<file path="src/rtl/ctl_shot.sv">
// rtl/ctl_shot.sv - shot arbitration, hit test, ammo/cooldown and score keeping
module ctl_shot #(
    parameter int DUCK_W          = 64,
    parameter int DUCK_H          = 64,
    parameter int AMMO_MAX        = 3,
    parameter int COOLDOWN_FRAMES = 8,
    parameter int HIT_POINTS      = 500
) (
    input  logic        clk,
    input  logic        rst,
    input  logic        new_frame,
    input  logic        round_start,
    input  logic        trigger,
    input  logic [10:0] aim_x,
    input  logic [10:0] aim_y,
    input  logic [10:0] duck_x,
    input  logic [10:0] duck_y,
    input  logic        duck_show,
    output logic        shot_fired,
    output logic        duck_hit_evt,
    output logic [1:0]  ammo,
    output logic [3:0]  hits,
    output logic [15:0] score,
    output logic        round_over
);

    typedef enum logic [1:0] {
        IDLE     = 2'd0,
        READY    = 2'd1,
        COOLDOWN = 2'd2,
        EMPTY    = 2'd3
    } state_t;

    localparam logic [1:0]  AMMO_LOAD = 2'(AMMO_MAX);
    localparam logic [5:0]  CD_LOAD   = 6'(COOLDOWN_FRAMES);
    localparam logic [11:0] BOX_W     = 12'(DUCK_W);
    localparam logic [11:0] BOX_H     = 12'(DUCK_H);
    localparam logic [16:0] PTS       = 17'(HIT_POINTS);

    state_t      state, state_n;
    logic        trigger_q;
    logic        hit_lock, hit_lock_n;
    logic [5:0]  cd_cnt, cd_cnt_n;
    logic [1:0]  ammo_n;
    logic [3:0]  hits_n;
    logic [15:0] score_n;
    logic        shot_n, hit_evt_n;

    logic        trig_edge;
    logic        in_x, in_y, hit;
    logic [11:0] ax, ay, dx, dy;
    logic [16:0] score_sum;

    // One extra bit keeps duck_x + DUCK_W from wrapping near the screen edge
    always_comb begin
        ax = {1'b0, aim_x};
        ay = {1'b0, aim_y};
        dx = {1'b0, duck_x};
        dy = {1'b0, duck_y};
        in_x = (ax >= dx) && (ax < dx + BOX_W);
        in_y = (ay >= dy) && (ay < dy + BOX_H);
        hit  = duck_show && in_x && in_y && !hit_lock;
    end

    assign trig_edge = trigger & ~trigger_q;
    assign score_sum = {1'b0, score} + PTS;

    always_comb begin
        state_n    = state;
        ammo_n     = ammo;
        hits_n     = hits;
        score_n    = score;
        cd_cnt_n   = cd_cnt;
        shot_n     = 1'b0;
        hit_evt_n  = 1'b0;
        hit_lock_n = duck_show ? hit_lock : 1'b0;

        // round_start overrides everything, including a same-cycle trigger edge
        if (round_start) begin
            state_n  = READY;
            ammo_n   = AMMO_LOAD;
            hits_n   = 4'd0;
            cd_cnt_n = 6'd0;
        end else begin
            case (state)
                READY: begin
                    if (trig_edge) begin
                        shot_n   = 1'b1;
                        ammo_n   = ammo - 2'd1;
                        cd_cnt_n = CD_LOAD;
                        state_n  = COOLDOWN;
                        if (hit) begin
                            hit_evt_n  = 1'b1;
                            hit_lock_n = 1'b1;
                            hits_n     = (hits == 4'hF) ? 4'hF : hits + 4'd1;
                            score_n    = score_sum[16] ? 16'hFFFF : score_sum[15:0];
                        end
                    end
                end
                COOLDOWN: begin
                    if (cd_cnt == 6'd0 || (new_frame && cd_cnt == 6'd1)) begin
                        cd_cnt_n = 6'd0;
                        state_n  = (ammo != 2'd0) ? READY : EMPTY;
                    end else if (new_frame) begin
                        cd_cnt_n = cd_cnt - 6'd1;
                    end
                end
                default: ;
            endcase
        end
    end

    always_ff @(posedge clk) begin
        if (rst) begin
            state        <= IDLE;
            trigger_q    <= 1'b0;
            hit_lock     <= 1'b0;
            cd_cnt       <= 6'd0;
            ammo         <= 2'd0;
            hits         <= 4'd0;
            score        <= 16'd0;
            shot_fired   <= 1'b0;
            duck_hit_evt <= 1'b0;
            round_over   <= 1'b0;
        end else begin
            state        <= state_n;
            trigger_q    <= trigger;
            hit_lock     <= hit_lock_n;
            cd_cnt       <= cd_cnt_n;
            ammo         <= ammo_n;
            hits         <= hits_n;
            score        <= score_n;
            shot_fired   <= shot_n;
            duck_hit_evt <= hit_evt_n;
            round_over   <= (state_n == EMPTY);
        end
    end

endmodule
</file>
<file path="config.mk">
export PLATFORM = sky130hd
export DESIGN_NAME = ctl_shot
export DESIGN_NICKNAME = d
export VERILOG_FILES = /design/src/rtl/ctl_shot.sv
export SDC_FILE = /design/constraint.sdc
export NUM_CORES = 1
export LEC_CHECK = 0
export BUFFER_PORTS_ARGS = -buffer_cell sky130_fd_sc_hd__buf_2
export CAP_MARGIN = 15
export CORE_AREA = 2 2 87 131
export DETAILED_ROUTE_END_ITERATION = 8
export DIE_AREA = 0 0 89 133
export GPL_ROUTABILITY_DRIVEN = 0
export MAX_ROUTING_LAYER = met4
export PLACE_DENSITY = 0.44
export SLEW_MARGIN = 20
export SYNTH_ARGS = -nofsm -noshare
export SYNTH_HDL_FRONTEND = slang
export SYNTH_SLANG_ARGS = --single-unit
</file>
<file path="constraint.sdc">
create_clock -name clk -period 8.8 [get_ports clk]
set_input_delay 2.2 -clock clk [delete_from_list [all_inputs] [get_ports clk]]
set_output_delay 2.2 -clock clk [all_outputs]
set_load 0.05 [all_outputs]
</file>
==> impl_metrics.toml, run 1 <==
[route]
ant_nets = 0
drt_wl_total_mm = 7.15
drc = 0
drt_iter0_drc = 107
met2_wirelength_mm = 3.77
via_count = 2701
highest_layer = "met4"
vias_per_cell = 4.80
drt_first_pass_iters = 4
wl_per_cell_um = 12.7
wl_met1_mm = 2.86
wl_met3_um = 342

[yosys]
netlist_area_um2 = 2720
ys_seq_area_share_pct = 25.0
synth.distinct_cells = 49
netlist.area_leader.share_pct = 25.0
synth.largest_area_cell = "dfxtp_1"
synth-seq-cells = 34
synth_area_leaders = "dfxtp_1, ha_1, a21oi_1, inv_1, nor2_1"
synth-edff-count = 0
synth_ff_type = "dfxtp_1"
syn_inst = 344
syn-num-nets = 436
synth_warnings = 0
synth_commonest_cells = "ha_1, inv_1, a21oi_1, dfxtp_1, nor2_1"
synth-async-reset-ratio_pct = 0
syn_area_per_cell_um2 = 7.91

[timing]
hold_viol = 0
setup_viol = 0
finalMaxSlewViolations = 0
tightest_slew_ns = 0.953
fmax_mhz = 198
maxSlewHeadroom_pct = 34.8
whs_ns = 0.481
min_period_over_period_pct = 57.5
setup_slack_ns = 3.74
rsz0062_at_grt = "no"
tns_ns = 0
post-route-min-period_ns = 5.06
clock_skew_ns = 0.00190

[outcome]
status = "completed"

[placed_design]
numPortBuffers = 74
pre_cts_slack_ns = 3.46
dp_hpwl_mm = 5.93
placed_area_um2 = 3240

[power]
leakage_nw = 1.60
ir_worst_vdd_v = 0.0000580
power_density_nw_per_um2 = 124

[global_routing]
gr-total-overflow = 0
grt_pass1_vias = 2710
antenna_found_initial = 0
grt_start_max_net_pins = 21
grt_pass1_wl_mm = 12.4
grt_use_total_pct = 13.3

[cts]
clock_latency_ns = 0.28
hold_buffers = 0
clkSinkCount = 34
postCtsSetupRepairBufs = 0
clock_path_buffers = 2
cts-root-buf = "clkbuf_16"
clkTransAtPathRegs_ns = 0.05
cts_max_level = 2
cts_tree = "built"
cts_buffers = 5
cts_resized = 0

[min_path]
min_path_type = "reg2reg"

[setup_path]
critPathKind = "in2reg"
worst_path_most_repeated_cell = "ha_1"
cp_slowest_cell = "nor4_4"
end_kind = "flop"
worstPathArrival_ns = 5.25
path_buf_inv = 1
critical_path.max_fanout = 18
cp_data_required_time_ns = 8.99
worst_path_largest_cell_delay_ns = 0.76
worstPathCellList = "buf_2, ha_1, nand3_1, xnor2_1, ha_1, a21oi_1, nand2_1, a41o_1, a2111o_1, nor4_4, a41oi_1, a311oi_1"
cp_top_family = "compound AO/OA/AOI/OAI gates"
critPathLaunchType = "input pin"

[final_layout]
nets = 509
n_antenna_cell = 0
final_cell_area_um2 = 3380
drive_gt1_share_pct = 20.7
syn2layout_area_growth_pct = 24.1

[flow_run]
max_cap_violations = 0

[die]
fp-row-count = 47
core_um2 = 10800
io_pins = 75
die_h_um = 133
fp.dieArea_um2 = 11800
die_w_um = 89
initial_core_util_pct = 25.2
==> power breakdown <==
| group | switching, mW | internal, mW | total [mW] |
|---|---|---|---|
| Combinational | 0.0498 | 0.0383 | 0.0881 |
| Sequential | 0.00135 | 0.156 | 0.158 |
| Clock | 0.0622 | 0.109 | 0.171 |
| Total | 0.113 | 0.304 | 0.417 |
==> flip-flops by register name (all words and copies together), names as in the netlist <==
| signal | flops |
|---|---|
| hit_lock | 1 |
| duck_hit_evt | 1 |
| hits | 4 |
| cd_cnt | 6 |
| trigger_q | 1 |
| state | 2 |
| ammo | 2 |
| round_over | 1 |
| shot_fired | 1 |
| score | 15 |
==> cells by family after synthesis <==
logic type | synth area share [%]
compound gates | 22.0
xor+xnor | 3.54
fa+ha+maj | 19.3
buf+inv | 7.13
flops | 25.0
simple gates | 23.0
==> per-stage QoR <==
step | power (mW) | instances | utilization, %
4_1_cts | 0.426 | 563 | 31.2
3_3_place_gp | 0.249 | 557 | 29.9
3_5_place_dp | 0.250 | 557 | 29.9
2_1_floorplan | 0.220 | 344 | -
6_report | 0.417 | 563 | 31.2
5_1_grt | 0.443 | 563 | 31.2
==> path summary, 6_finish.rpt <==
path             start        end  slack (ns)  depth (start not counted)
max          duck_y[6]  score[13]        3.74                         12
min           hit_lock   hit_lock        0.48                          2
max reg2reg   state[1]  score[13]        5.82                          8
min reg2reg   hit_lock   hit_lock        0.48                          2
==> metal layers <==
metal,up-vias,track usage [%]
met2,73,23.4
met4,0,5.56
met3,14,2.06
met1,1233,14.6
li1,1381,-
met5,-,-
==> final cells by class <==
class / instances / area [um2]
clock buffer: 6 / 139
fill: 1215 / 7440
inverter: 42 / 158
multi-input combinational: 260 / 1850
sequential: 34 / 681
tap: 147 / 184
timing repair buffer: 74 / 370
==> worst reg2reg max path: cells and delay by family (launching register included) <==
family                   cells  cell delay (ns)
buffers and inverters        1             0.07
AO/OA/AOI/OAI                3             0.89
adder cells (fa/ha/maj)      1             0.26
flip-flops                   1             0.31
AND/OR/NAND/NOR              3             1.35
==> cells in the final DEF (no fill, tap or decap), types with 3 or more instances in the layout <==
cell / count
a2111oi_0: 3
a211oi_1: 8
dfxtp_1: 34
inv_1: 42
nor2b_1: 6
buf_2: 74
ha_1: 42
nand3_1: 10
nor2_1: 26
a21o_1: 6
a21oi_1: 39
or3_1: 4
nor3_1: 8
nand2_1: 24
nor3b_1: 3
nand2b_1: 4
a311oi_1: 8
nand4_1: 5
xnor2_1: 10
o21ai_0: 12
and3_1: 9
clkbuf_16: 5
Power figures use the tool's default switching activity.
==> inputs of run 2 (changes only) <==
--- a/config.mk
+++ b/config.mk
@@ -12,7 +12,7 @@
 export DIE_AREA = 0 0 89 133
 export GPL_ROUTABILITY_DRIVEN = 0
 export MAX_ROUTING_LAYER = met4
-export PLACE_DENSITY = 0.44
+export PLACE_DENSITY = 0.45
 export SLEW_MARGIN = 20
 export SYNTH_ARGS = -nofsm -noshare
 export SYNTH_HDL_FRONTEND = slang
==> constraint.sdc (replaced) <==
create_clock -name clk -period 4.3 [get_ports clk]
set_input_delay 1.075 -clock clk [delete_from_list [all_inputs] [get_ports clk]]
set_output_delay 1.075 -clock clk [all_outputs]
set_load 0.05 [all_outputs]
==> run 2 against run 1 <==
First-iteration DRC count fell by 10%. Total power grew 100%. Clock-buffer cell count is the same. Hold slack better by 0.0029 ns. Via count decreased by 1.5%. Clock power grew 100%. Sequential share of layout area is essentially flat. Clock skew is 0.0016 ns higher. Critical endpoint is now score[7]. Largest cell class unchanged. Largest power group unchanged. Highest routed layer unchanged.
==> impl_metrics.toml, run 2 (synthesis results as in run 1) <==
[outcome]
status = "completed"

[timing]
tns_ns = 0
maxSlewHeadroom_pct = 42.9
tightest_slew_ns = 0.835
rsz0062_at_grt = "no"
min_period_over_period_pct = 86.2
finalMaxSlewViolations = 0
fmax_mhz = 270
hold_viol = 0
post-route-min-period_ns = 3.71
clock_skew_ns = 0.00348
setup_viol = 0
whs_ns = 0.484
setup_slack_ns = 0.595

[route]
wl_per_cell_um = 12.7
drt_iter0_drc = 96
drc = 0
met2_wirelength_mm = 3.78
drt_first_pass_iters = 5
ant_nets = 0
vias_per_cell = 4.72
highest_layer = "met4"
wl_met3_um = 292
wl_met1_mm = 2.96
drt_wl_total_mm = 7.16
via_count = 2661

[cts]
cts-root-buf = "clkbuf_16"
clkTransAtPathRegs_ns = 0.05
clkSinkCount = 34
clock_latency_ns = 0.28
clock_path_buffers = 2
cts_buffers = 5
cts_max_level = 2
postCtsSetupRepairBufs = 0
cts_resized = 0
hold_buffers = 0
cts_tree = "built"

[final_layout]
nets = 510
n_fill_cell = 1226
largestRegisters = "score (15), cd_cnt (6), hits (4)"
drive_gt1_share_pct = 20.9
final_util_pct = 31.3
finalNonFillerCells = 564
largest_register_ffs = 15
syn2layout_area_growth_pct = 24.4
final_common_cell = "buf_2"
final_cell_mix = "buf_2, inv_1, ha_1"
regMostFlops = "score"
n_antenna_cell = 0

[setup_path]
ff2ff_setup_slack_ns = 1.40
end_kind = "flop"
worst_path_largest_cell_delay_ns = 0.45
r2r-end = "score[13]"
cp_slowest_cell = "a2111o_1"
worstPathCellList = "buf_2, ha_1, nand3_1, xnor2_1, ha_1, a21oi_1, nand2_1, a41o_1, a2111o_1, nor4_4, buf_4, a21oi_1, a211oi_1"
cp_data_required_time_ns = 4.48
r2r-start = "state[1]"
worst_r2r_path_depth = 8
worstPathArrival_ns = 3.89
critPathKind = "in2reg"
critical_path.max_fanout = 13
critPathLaunchType = "input pin"

[power]
netSwitchingFraction_pct = 27.1
ir_worst_vdd_v = 0.000115
p_sw_uw = 231
combPwrFrac_pct = 21.1
leakage_nw = 1.61
p_int_uw = 622
power_density_nw_per_um2 = 252
power_frac_clock_pct = 41.1
p_seq_share_pct = 37.8

[global_routing]
antenna_found_initial = 0
grt_start_max_net_pins = 21
gr-total-overflow = 0
grt_use_total_pct = 13.1
grt_pass1_wl_mm = 12.1
grt_pass1_vias = 2693

[placed_design]
numPortBuffers = 74
pre_cts_slack_ns = 0.308
placed_cells = 558
dp_hpwl_mm = 5.96

[flow_run]
max_cap_violations = 0

[min_path]
whs_endpoint = "hit_lock"
min_path_type = "reg2reg"
whs_path_depth = 2
min_from = "hit_lock"

[die]
die_w_um = 89
io_pins = 75
fp-row-count = 47
fp.dieArea_um2 = 11800
die_h_um = 133
initial_core_util_pct = 25.2
core_um2 = 10800
==> run 2: changes by cell type in the layout (fill, tap and decap cells not counted), sizes merged <==
cell | before | now
buf | 74 | 75
==> run 2: final cells by class <==
| type | instances | area, um2 | share of cell area (%) |
|---|---|---|---|
| Timing Repair Buffer | 75 | 378 | 11.2 |
| Tap cell | 147 | 184 | 5.43 |
| Clock buffer | 6 | 139 | 4.10 |
| Multi-Input combinational cell | 260 | 1850 | 54.5 |
| Sequential cell | 34 | 681 | 20.1 |
| Inverter | 42 | 158 | 4.66 |
==> run 2: layer usage <==
metal / vias to the layer above / GRT usage (%)
li1: 1390 / -
met1: 1193 / 14.3
met2: 70 / 23.4
met3: 8 / 2.00
met4: 0 / 4.81
met5: - / -
==> run 2: power by group through the flow <==
stage          combinational [mW]  clock (mW)  sequential, mW
3_5_place_dp                0.182           0           0.329
3_3_place_gp                0.181           0           0.329
4_1_cts                     0.183       0.368           0.322
6_report                    0.180       0.350           0.322
5_1_grt                     0.210       0.381           0.323
2_1_floorplan               0.114           0           0.336
==> run 2: worst max path at each step <==
stage / endpoint / start / slack [ns] / cells after the start
2_1_floorplan: score[7] / duck_y[6] / 0.73 / 12
5_1_grt: score[15] / duck_y[6] / 0.32 / 13
3_3_place_gp: score[15] / duck_y[6] / 0.32 / 13
4_1_cts: score[4] / duck_y[6] / 0.59 / 13
6_report: score[7] / duck_y[6] / 0.59 / 13
3_5_place_dp: score[15] / duck_y[6] / 0.31 / 13
==> run 2: through the flow <==
step           cell area, um2  total power [mW]
2_1_floorplan            2720             0.449
3_3_place_gp             3250             0.509
3_5_place_dp             3250             0.511
4_1_cts                  3390             0.873
5_1_grt                  3390             0.914
6_report                 3390             0.853
==> run 2: worst max-delay path: cells and delay by family <==
family          cells  cell delay [ns]
compound gates      5             1.19
fa+ha+maj           2             0.50
simple gates        3             0.60
xor+xnor            1             0.14
buf+inv             2             0.38
==> inputs of run 3 (changes only) <==
==> constraint.sdc (replaced) <==
create_clock -name clk -period 4.3 [get_ports clk]
set_input_delay 0.86 -clock clk [delete_from_list [all_inputs] [get_ports clk]]
set_output_delay 0.86 -clock clk [all_outputs]
set_load 0.05 [all_outputs]
==> run 3 against run 2 <==
Clock-buffer cell count is 1 higher. Final area is 0.48% higher. Register-to-register slack barely moved. Combinational power about the same. First-iteration DRC count rose by 9.4%. Fmax is 7.3% higher. Total power up 1.1%. Wire length about the same. Utilization is 0.15 points higher. Largest cell class unchanged. Largest power group unchanged. Highest routed layer unchanged.
==> impl_metrics.toml, run 3 (synthesis results as in run 1) <==
[outcome]
status = "completed"

[timing]
tns_ns = 0
finalMaxSlewViolations = 0
rsz0062_at_grt = "no"
maxSlewHeadroom_pct = 36.6
min_period_over_period_pct = 80.3
fmax_mhz = 290
clock_skew_ns = 0.00631
post-route-min-period_ns = 3.45
setup_slack_ns = 0.848
tightest_slew_ns = 0.928
setup_viol = 0
hold_viol = 0

[global_routing]
grt_use_total_pct = 13.3
grt_pass1_vias = 2666
antenna_found_initial = 0
gr-total-overflow = 0
grt_pass1_wl_mm = 12.2
grt_start_max_net_pins = 21

[final_layout]
largest_register_ffs = 15
final_common_cell = "buf_2"
nets = 511
multi_input_area_um2 = 1850
final_cell_mix = "buf_2, inv_1, ha_1"
drive_gt1_share_pct = 21.2
syn2layout_area_growth_pct = 25.0
regMostFlops = "score"
layout.area.seq_um2 = 681
n_fill_cell = 1192
largestRegisters = "score (15), cd_cnt (6), hits (4)"
n_antenna_cell = 0

[placed_design]
dp_hpwl_mm = 5.88
pre_cts_slack_ns = 0.511
numPortBuffers = 74

[setup_path]
critical_path.max_fanout = 8
critPathLaunchType = "input pin"
cp_slowest_cell = "or4_1"
worst_path_most_repeated_cell = "ha_1"
worstPathCellList = "buf_2, ha_1, nand3_1, xnor2_1, ha_1, and3_1, nand2_1, a2111oi_0, or3_1, or4_1, nor3_4, a311oi_1"
cp_data_required_time_ns = 4.45
critPathKind = "in2reg"
end_kind = "flop"
worst_path_largest_cell_delay_ns = 0.66
worstPathArrival_ns = 3.60

[die]
io_pins = 75
die_w_um = 89
core_um2 = 10800
fp-row-count = 47
fp.dieArea_um2 = 11800
initial_core_util_pct = 25.2
die_h_um = 133

[cts]
clkTransAtPathRegs_ns = 0.05
clock_latency_ns = 0.28
clock_path_buffers = 2
cts_buffers = 5
hold_buffers = 0
clkSinkCount = 34
cts_tree = "built"
postCtsSetupRepairBufs = 0
cts_resized = 0
cts-root-buf = "clkbuf_16"
cts_max_level = 2

[power]
power_density_nw_per_um2 = 253
leakage_nw = 1.62
ir_worst_vdd_v = 0.000115

[flow_run]
max_cap_violations = 0

[route]
drc = 0
vias_per_cell = 4.72
wl_per_cell_um = 12.6
drt_wl_total_mm = 7.17
ant_nets = 0
drt_iter0_drc = 105
via_count = 2678
drt_first_pass_iters = 4

[min_path]
min_path_type = "reg2reg"
-- run 3: cell types whose count changed in the layout (fill, tap and decap cells not counted), sizes merged --
| cell | change |
|---|---|
| clkbuf | +1 |
| clkinv | +1 |
| buf | +1 |
-- run 3: layout make-up --
| class | count | share of cell area (%) |
|---|---|---|
| multi-input combinational | 260 | 54.3 |
| tap | 147 | 5.41 |
| clock inverter | 1 | 0.147 |
| sequential | 34 | 20.0 |
| inverter | 42 | 4.63 |
| clock buffer | 7 | 4.19 |
| timing repair buffer | 76 | 11.3 |
-- run 3: through the flow --
step           cell area [um2]  instances  hold slack [ns]  power [mW]  utilization (%)
6_report                  3400        567            0.491       0.862             31.4
5_1_grt                   3400        567            0.514       0.916             31.4
4_1_cts                   3400        567            0.491       0.876             31.4
3_5_place_dp              3250        559            0.479       0.510             30.1
3_3_place_gp              3250        559            0.467       0.509             30.1
2_1_floorplan             2720        344            0.446       0.449                -
-- run 3: where the power goes --
| group | leakage (nW) | internal (mW) | switching (mW) |
|---|---|---|---|
| clock network | 0.0739 | 0.229 | 0.130 |
| logic | 1.27 | 0.0781 | 0.102 |
| registers | 0.275 | 0.320 | 0.00255 |
-- run 3: critical path, delay by kind of cell --
| kind | cells | cell delay, ns |
|---|---|---|
| and+or+nand+nor | 6 | 1.78 |
| adders and majority gates | 2 | 0.47 |
| AOI/OAI and AO/OA | 2 | 0.24 |
| buffers and inverters | 1 | 0.12 |
| xor gates and xnor gates | 1 | 0.12 |
-- run 3: routing by layer --
| metal | vias to the layer above | part of all wire (%) | global-route usage [%] |
|---|---|---|---|
| li1 | 1391 | - | - |
| met1 | 1217 | 41 | 14.8 |
| met2 | 60 | 53 | 22.9 |
| met3 | 10 | 4.0 | 2.31 |
| met5 | - | 0 | - |
| met4 | 0 | 2.2 | 5.56 |
-- run 3: path summary, 6_finish.rpt --
kind	from	to	slack [ns]	cells past startpoint
worst max-delay path	duck_x[6]	score[13]	0.85	12
worst min-delay path	hit_lock	hit_lock	0.49	2
worst max register to register	state[1]	score[13]	1.40	8
worst min register to register	hit_lock	hit_lock	0.49	2
